[config.mk]
export PLATFORM = sky130hd
export DESIGN_NAME = uart_frame_decoder
export DESIGN_NICKNAME = d
export VERILOG_FILES = /design/src/rtl/uart_pkg.sv /design/src/rtl/uart_frame_decoder.sv
export SDC_FILE = /design/constraint.sdc
export NUM_CORES = 1
export LEC_CHECK = 0
export ABC_AREA = 1
export CAP_MARGIN = 30
export CORE_MARGIN = 3
export CORE_UTILIZATION = 31
export DETAILED_ROUTE_END_ITERATION = 10
export SYNTH_ARGS = -nofsm -noshare
export SYNTH_HDL_FRONTEND = slang
export SYNTH_SLANG_ARGS = --single-unit
[constraint.sdc]
create_clock -name clk50M -period 3.75 [get_ports clk50M]
set_input_delay 0.75 -clock clk50M [delete_from_list [all_inputs] [get_ports clk50M]]
set_output_delay 0.75 -clock clk50M [all_outputs]
set_load 0.05 [all_outputs]
[src/rtl/uart_pkg.sv]
// -----------------------------------------------------------------------------
// uart_pkg
// Shared constants and types for the UART command-frame decoder.
//   - default header bytes and inter-byte timeout
//   - command opcodes and error codes
//   - frame decoder FSM state encoding
// -----------------------------------------------------------------------------
package uart_pkg;

   localparam int unsigned TIMEOUT_CYC_DEF = 4320;
   localparam logic [7:0]  HDR0_DEF        = 8'h55;
   localparam logic [7:0]  HDR1_DEF        = 8'hAA;

   localparam logic [7:0]  CMD_WR          = 8'h01;
   localparam logic [7:0]  CMD_RD          = 8'h02;

   localparam logic [1:0]  ERR_CHK         = 2'b01;
   localparam logic [1:0]  ERR_CMD         = 2'b10;
   localparam logic [1:0]  ERR_TMO         = 2'b11;

   typedef enum logic [2:0] {
      ST_IDLE = 3'd0,
      ST_H1   = 3'd1,
      ST_CMD  = 3'd2,
      ST_ADDR = 3'd3,
      ST_DHI  = 3'd4,
      ST_DLO  = 3'd5,
      ST_CHK  = 3'd6
   } dec_state_t;

endpackage

[src/rtl/uart_frame_decoder.sv]
// -----------------------------------------------------------------------------
// uart_frame_decoder
// Parses 7-byte command frames (HDR0 HDR1 CMD ADDR DHI DLO CHK) arriving from
// the UART receiver and issues single-cycle write / read-request strobes to the
// register bank. Flags checksum errors, unknown commands and inter-byte
// timeouts, and resynchronises on the header.
//
// Ports:
//   clk50M     in   system clock
//   rst        in   async active-high reset
//   rx_data    in   received byte, valid with flag_end
//   flag_end   in   one-cycle new-byte strobe
//   wr_en      out  one-cycle write strobe
//   rd_req     out  one-cycle read-request strobe
//   reg_addr   out  register address, held until next good frame
//   reg_wdata  out  {DHI,DLO}, updated by write frames only
//   frame_err  out  one-cycle error strobe
//   err_code   out  01 checksum, 10 bad cmd, 11 timeout; held
//   frame_cnt  out  good-frame counter, wraps
//
// state | meaning
// ------+-------------------------------------------------
// IDLE  | hunting for HDR0
// H1    | HDR0 seen, expecting HDR1 (repeated HDR0 stays)
// CMD   | expecting command byte
// ADDR  | expecting address byte
// DHI   | expecting data high byte
// DLO   | expecting data low byte
// CHK   | expecting checksum; frame evaluated on arrival
// -----------------------------------------------------------------------------
module uart_frame_decoder
   import uart_pkg::*;
#(
   parameter int unsigned TIMEOUT_CYC = TIMEOUT_CYC_DEF,
   parameter logic [7:0]  HDR0        = HDR0_DEF,
   parameter logic [7:0]  HDR1        = HDR1_DEF
) (
   input  logic        clk50M,
   input  logic        rst,
   input  logic [7:0]  rx_data,
   input  logic        flag_end,
   output logic        wr_en,
   output logic        rd_req,
   output logic [7:0]  reg_addr,
   output logic [15:0] reg_wdata,
   output logic        frame_err,
   output logic [1:0]  err_code,
   output logic [15:0] frame_cnt
);

   // Down-counter reloaded on every byte; reaching zero outside IDLE is the
   // expiry, which lands exactly TIMEOUT_CYC cycles after the last byte.
   localparam logic [15:0] TMO_LOAD = 16'(TIMEOUT_CYC - 1);

   dec_state_t  state_q;
   dec_state_t  state_nxt;

   logic [15:0] tmo_cnt_q;
   logic        tmo_hit;

   logic [7:0]  cmd_q;
   logic [7:0]  addr_q;
   logic [7:0]  dhi_q;
   logic [7:0]  dlo_q;
   logic [7:0]  sum_q;

   logic        wr_nxt;
   logic        rd_nxt;
   logic        err_nxt;
   logic [1:0]  err_code_nxt;

   // A byte in the expiry cycle takes priority, so the hit is gated by flag_end.
   assign tmo_hit = (state_q != ST_IDLE) && (tmo_cnt_q == '0) && !flag_end;

   // state register
   always_ff @(posedge clk50M or posedge rst) begin
      if (rst) begin
         state_q <= ST_IDLE;
      end else begin
         state_q <= state_nxt;
      end
   end

   // next-state logic
   always_comb begin
      state_nxt = state_q;
      if (flag_end) begin
         case (state_q)
            ST_IDLE: if (rx_data == HDR0) state_nxt = ST_H1;
            ST_H1: begin
               if (rx_data == HDR1)      state_nxt = ST_CMD;
               else if (rx_data == HDR0) state_nxt = ST_H1;
               else                      state_nxt = ST_IDLE;
            end
            ST_CMD:  state_nxt = ST_ADDR;
            ST_ADDR: state_nxt = ST_DHI;
            ST_DHI:  state_nxt = ST_DLO;
            ST_DLO:  state_nxt = ST_CHK;
            ST_CHK:  state_nxt = ST_IDLE;
            default: state_nxt = ST_IDLE;
         endcase
      end else if (tmo_hit) begin
         state_nxt = ST_IDLE;
      end
   end

   // output decode: next-cycle strobe values
   always_comb begin
      wr_nxt       = 1'b0;
      rd_nxt       = 1'b0;
      err_nxt      = 1'b0;
      err_code_nxt = err_code;
      if (flag_end && (state_q == ST_CHK)) begin
         if (rx_data != sum_q) begin
            err_nxt      = 1'b1;
            err_code_nxt = ERR_CHK;
         end else if (cmd_q == CMD_WR) begin
            wr_nxt = 1'b1;
         end else if (cmd_q == CMD_RD) begin
            rd_nxt = 1'b1;
         end else begin
            err_nxt      = 1'b1;
            err_code_nxt = ERR_CMD;
         end
      end else if (tmo_hit) begin
         err_nxt      = 1'b1;
         err_code_nxt = ERR_TMO;
      end
   end

   // inter-byte timer
   always_ff @(posedge clk50M or posedge rst) begin
      if (rst) begin
         tmo_cnt_q <= '0;
      end else if (flag_end) begin
         tmo_cnt_q <= TMO_LOAD;
      end else if ((state_q != ST_IDLE) && (tmo_cnt_q != '0)) begin
         tmo_cnt_q <= tmo_cnt_q - 16'd1;
      end
   end

   // field capture and running checksum (8-bit, wraps)
   always_ff @(posedge clk50M or posedge rst) begin
      if (rst) begin
         cmd_q  <= '0;
         addr_q <= '0;
         dhi_q  <= '0;
         dlo_q  <= '0;
         sum_q  <= '0;
      end else if (flag_end) begin
         case (state_q)
            ST_CMD: begin
               cmd_q <= rx_data;
               sum_q <= rx_data;
            end
            ST_ADDR: begin
               addr_q <= rx_data;
               sum_q  <= sum_q + rx_data;
            end
            ST_DHI: begin
               dhi_q <= rx_data;
               sum_q <= sum_q + rx_data;
            end
            ST_DLO: begin
               dlo_q <= rx_data;
               sum_q <= sum_q + rx_data;
            end
            default: ;
         endcase
      end
   end

   // registered outputs
   always_ff @(posedge clk50M or posedge rst) begin
      if (rst) begin
         wr_en     <= 1'b0;
         rd_req    <= 1'b0;
         frame_err <= 1'b0;
         err_code  <= 2'b00;
         reg_addr  <= '0;
         reg_wdata <= '0;
         frame_cnt <= '0;
      end else begin
         wr_en     <= wr_nxt;
         rd_req    <= rd_nxt;
         frame_err <= err_nxt;
         err_code  <= err_code_nxt;
         if (wr_nxt || rd_nxt) begin
            reg_addr  <= addr_q;
            frame_cnt <= frame_cnt + 16'd1;
         end
         if (wr_nxt) begin
            reg_wdata <= {dhi_q, dlo_q};
         end
      end
   end

endmodule

==> load_flow_metrics.sql <==
INSERT INTO impl_metrics (metric_group, metric, value, unit) VALUES
('worst_setup_path', 'cpPeakStageDelay', '0.75', 'ns'),
('floorplanning', 'i_o_pins', '56', ''),
('timing', 'setup_viol', '0', ''),
('placement', 'gpl.final_weighted_congestion', '0.862', ''),
('yosys', 'synth_fa_ha_area_share', '2.45', '%'),
('cts', 'clock_sinks', '104', ''),
('worst_setup_path', 'critical_path_source_type', 'input pin', ''),
('power', 'cellInternalPower', '2360', 'µW'),
('global_routing', 'globalRouteTotalUtil', '13.5', '%'),
('power', 'seqPwrFrac', '42.7', '%'),
('yosys', 'post_synth_instance_area', '5420', 'µm²'),
('worst_setup_path', 'crit_type', 'input pin to register', ''),
('global_routing', 'global_route_wire_length_before_repair', '21400', 'µm'),
('cts', 'tritoncts', 'done', ''),
('timing', 'final_min_period_over_clock_period', '73.8', '%'),
('cts', 'hold_buffers', '0', ''),
('yosys', 'post_synth_xor_area_fraction', '1.76', '%'),
('yosys', 'synthesized_area_per_cell', '7.42', 'µm²'),
('power', 'power_frac_comb', '29.2', '%'),
('finish', 'finalInstanceArea', '6520', 'µm²'),
('power', 'proportion_of_power_drawn_by_the_clock_network', '28.1', '%'),
('yosys', 'ys_warn_count', '0', ''),
('global_routing', 'initial_antenna_violation_count', '0', ''),
('timing', 'final-hold-violation-count', '0', ''),
('finish', 'fraction_of_the_core_area_covered_by_cells_at_the_end_of_the_flow', '38.8', '%'),
('worst_setup_path', 'timing.critical_path.arrival', '2.96', 'ns'),
('floorplanning', 'initial_utilization', '32.2', '%'),
('floorplanning', 'design.core.area', '16800', 'µm²'),
('cts', 'clkSlewWorstSetupHoldPaths', '0.07', 'ns'),
('detailed_routing', 'detail_route.first_pass.iterations', '4', ''),
('finish', 'layout-drive-gt1-share', '5.33', '%'),
('timing', 'worst_hold_slack', '0.470', 'ns'),
('yosys', 'ys_seq_elements', '104', ''),
('floorplanning', 'floorplan.die.height', '138', 'µm'),
('cts', 'ctsLongestPathBuffers', '2', ''),
('global_routing', 'global_route.overflow_total', '0', ''),
('cts', 'cts-root-buf', 'sky130_fd_sc_hd__clkbuf_16', ''),
('power', 'power.share.switching', '35.5', '%'),
('detailed_routing', 'vias', '4585', ''),
('detailed_routing', 'avgRoutedWirePerCell', '12.3', 'µm'),
('status', 'status', 'completed', ''),
('flow_run', 'cap_violations', '0', ''),
('timing', 'finalWorstSetupSlack', '0.983', 'ns'),
('yosys', 'synth.mux.area_fraction', '0', '%'),
('floorplanning', 'die-width', '138', 'µm'),
('timing', 'totalNegativeSetupSlack', '0', 'ns'),
('finish', 'syn_to_final_growth', '20.3', '%'),
('detailed_routing', 'drt_iter0_drc', '264', ''),
('placement', 'detailedPlacementHpwl', '9150', 'µm'),
('hold_path', 'hp-class', 'register to register', ''),
('placement', 'cell_area_after_placement', '6200', 'µm²'),
('timing', 'max_slew_margin', '34.0', '%'),
('placement', 'place_worst_setup_slack', '0.604', 'ns'),
('detailed_routing', 'antenna_left', '0', ''),
('timing', 'clock_skew', '0.00775', 'ns'),
('cts', 'cts_post_setup_buffers_inserted', '0', ''),
('detailed_routing', 'post_drt_via_cell_ratio', '4.55', ''),
('worst_setup_path', 'critical_path.max_fanout', '15', ''),
('worst_setup_path', 'critical_path.cell_chain', 'clkdlybuf4s50_1 > inv_2 > nor2_1 > nand2_1 > inv_1 > a21oi_1 > o21ai_0', ''),
('timing', 'post-route-min-period', '2.77', 'ns'),
('finish', 'insertedDiodeCount', '0', ''),
('finish', 'net_count_of_the_finished_layout', '804', ''),
('yosys', 'synthesis.nets', '751', ''),
('power', 'total_leakage_power', '0.00323', 'µW'),
('yosys', 'synth_cell_type_count', '29', ''),
('timing', 'timing_max_transition_violations_final', '0', ''),
('cts', 'clock_insertion_delay_worst_skew', '0.35', 'ns'),
('detailed_routing', 'drc_errors', '0', ''),
('placement', 'port_buffers', '55', ''),
('timing', 'actual_transition_at_the_worst_max_transition_pin', '0.984', 'ns'),
('yosys', 'synth_compound_area_share', '5.96', '%');
## cell families after synthesis
kind of cell             count (synthesis)
buffers and inverters                   98
flip-flops                             104
AO/OA/AOI/OAI                           64
XOR/XNOR                                10
AND/OR/NAND/NOR                        444
adder cells (fa/ha/maj)                 10
## registers in the layout, summed over array words and instances, names as in the netlist
signal,flops
wr_en,1
frame_cnt,16
frame_err,1
rd_req,1
state_q,3
reg_wdata,16
sum_q,8
dlo_q,8
tmo_cnt_q,16
dhi_q,8
cmd_q,8
reg_addr,8
err_code,2
addr_q,8
## final timing paths
check                      depth (start not counted)  slack [ns]                    from                       end
setup / recovery                                   7        0.98                flag_end      sum_q[1]$_DFFE_PP0P_
hold / removal                                     2        0.47    dlo_q[0]$_DFFE_PP0P_  reg_wdata[0]$_DFFE_PP0P_
setup reg to reg                                   5        1.51  state_q[2]$_DFFE_PP0P_      sum_q[1]$_DFFE_PP0P_
hold reg to reg                                    2        0.47    dlo_q[0]$_DFFE_PP0P_  reg_wdata[0]$_DFFE_PP0P_
max in group asynchronous                          3        2.15                     rst  frame_cnt[3]$_DFFE_PP0P_
min in group asynchronous                          2        0.89                     rst  reg_wdata[1]$_DFFE_PP0P_
## power by group through the flow
stage / Clock [µW] / Combinational [µW] / Sequential (µW)
3_5_place_dp: 0 / 1080 / 1580
5_1_grt: 1100 / 1260 / 1600
3_3_place_gp: 0 / 1060 / 1580
6_report: 1030 / 1070 / 1560
4_1_cts: 1050 / 1080 / 1560
2_1_floorplan: 0 / 825 / 1570
## routing by layer
layer | vias to the layer above | part of all wire [%] | wire length, µm | track usage [%]
met3 | 16 | 3.7 | 451 | 2.52
met4 | 0 | 2.0 | 251 | 5.30
met1 | 2088 | 51 | 6360 | 19.2
met5 | - | 0 | 0 | 0
li1 | 2410 | - | - | -
met2 | 71 | 43 | 5290 | 20.3
## cells in the final DEF (no fill, tap or decap), types with 4 or more instances in the layout
cell type | synthesis | routed
sky130_fd_sc_hd__nand4_1 | 19 | 19
sky130_fd_sc_hd__xor2_1 | 5 | 5
sky130_fd_sc_hd__dfrtp_1 | 104 | 104
sky130_fd_sc_hd__xnor2_1 | 4 | 4
sky130_fd_sc_hd__nand3_1 | 58 | 58
sky130_fd_sc_hd__o21ai_0 | 49 | 49
sky130_fd_sc_hd__o21ai_1 | 9 | 9
sky130_fd_sc_hd__nand2_1 | 293 | 293
sky130_fd_sc_hd__inv_1 | 72 | 71
sky130_fd_sc_hd__nor2_1 | 49 | 49
sky130_fd_sc_hd__clkbuf_16 | 0 | 9
sky130_fd_sc_hd__clkdlybuf4s50_1 | 0 | 55
sky130_fd_sc_hd__a21oi_1 | 5 | 5
sky130_fd_sc_hd__inv_2 | 7 | 7
sky130_fd_sc_hd__ha_1 | 9 | 9
sky130_fd_sc_hd__nor3_1 | 10 | 10
## synth_stat cells
library cell                 n  share of area (%)
sky130_fd_sc_hd__nand3b_1    2               0.28
sky130_fd_sc_hd__inv_2       7               0.49
sky130_fd_sc_hd__nor3_1     10               0.92
sky130_fd_sc_hd__buf_6       2               0.42
sky130_fd_sc_hd__nor2_4      1               0.21
sky130_fd_sc_hd__buf_2       7               0.65
sky130_fd_sc_hd__ha_1        9                2.1
sky130_fd_sc_hd__nor2_2      3               0.35
sky130_fd_sc_hd__clkbuf_1    7               0.49
sky130_fd_sc_hd__nand2_1   293                 20
sky130_fd_sc_hd__nand3_4     2               0.65
sky130_fd_sc_hd__clkinv_1    1              0.069
sky130_fd_sc_hd__nor3_2      1               0.18
sky130_fd_sc_hd__o21ai_1     9               0.83
sky130_fd_sc_hd__fa_1        1               0.37
sky130_fd_sc_hd__nand4_1    19                2.2
sky130_fd_sc_hd__nor2_1     49                3.4
sky130_fd_sc_hd__or2_2       3               0.35
sky130_fd_sc_hd__o21ai_0    49                4.5
sky130_fd_sc_hd__dfrtp_1   104                 48
sky130_fd_sc_hd__nand2_2     3               0.35
sky130_fd_sc_hd__xnor2_2     1               0.30
sky130_fd_sc_hd__xor2_1      5               0.81
sky130_fd_sc_hd__inv_1      72                5.0
sky130_fd_sc_hd__a21oi_1     5               0.46
sky130_fd_sc_hd__xnor2_1     4               0.65
sky130_fd_sc_hd__o31ai_1     1               0.14
sky130_fd_sc_hd__clkinv_2    2               0.18
sky130_fd_sc_hd__nand3_1    58                5.4
## stage by stage
stage	instances	total power [µW]
after floorplan	730	2390
after global placement	992	2640
after detailed placement	992	2660
after CTS	1008	3690
after global routing	1008	3970
final	1008	3660
## cell type report
cell class              count  area (µm²)
clock inverters             5        80.1
multi-input cells         528        2420
well taps                 220         275
flip-flops and latches    104        2600
fillers                  1791       10300
clock buffers              11         243
repair buffers             58         586
inverters                  82         313
## worst max-delay path, delay by kind of cell
| family | cells | cell delay, ns |
|---|---|---|
| buffers and inverters | 3 | 1.02 |
| and+or+nand+nor | 2 | 0.21 |
| AOI/OAI and AO/OA | 2 | 0.97 |
No activity file was read; power rests on OpenSTA's default activity.
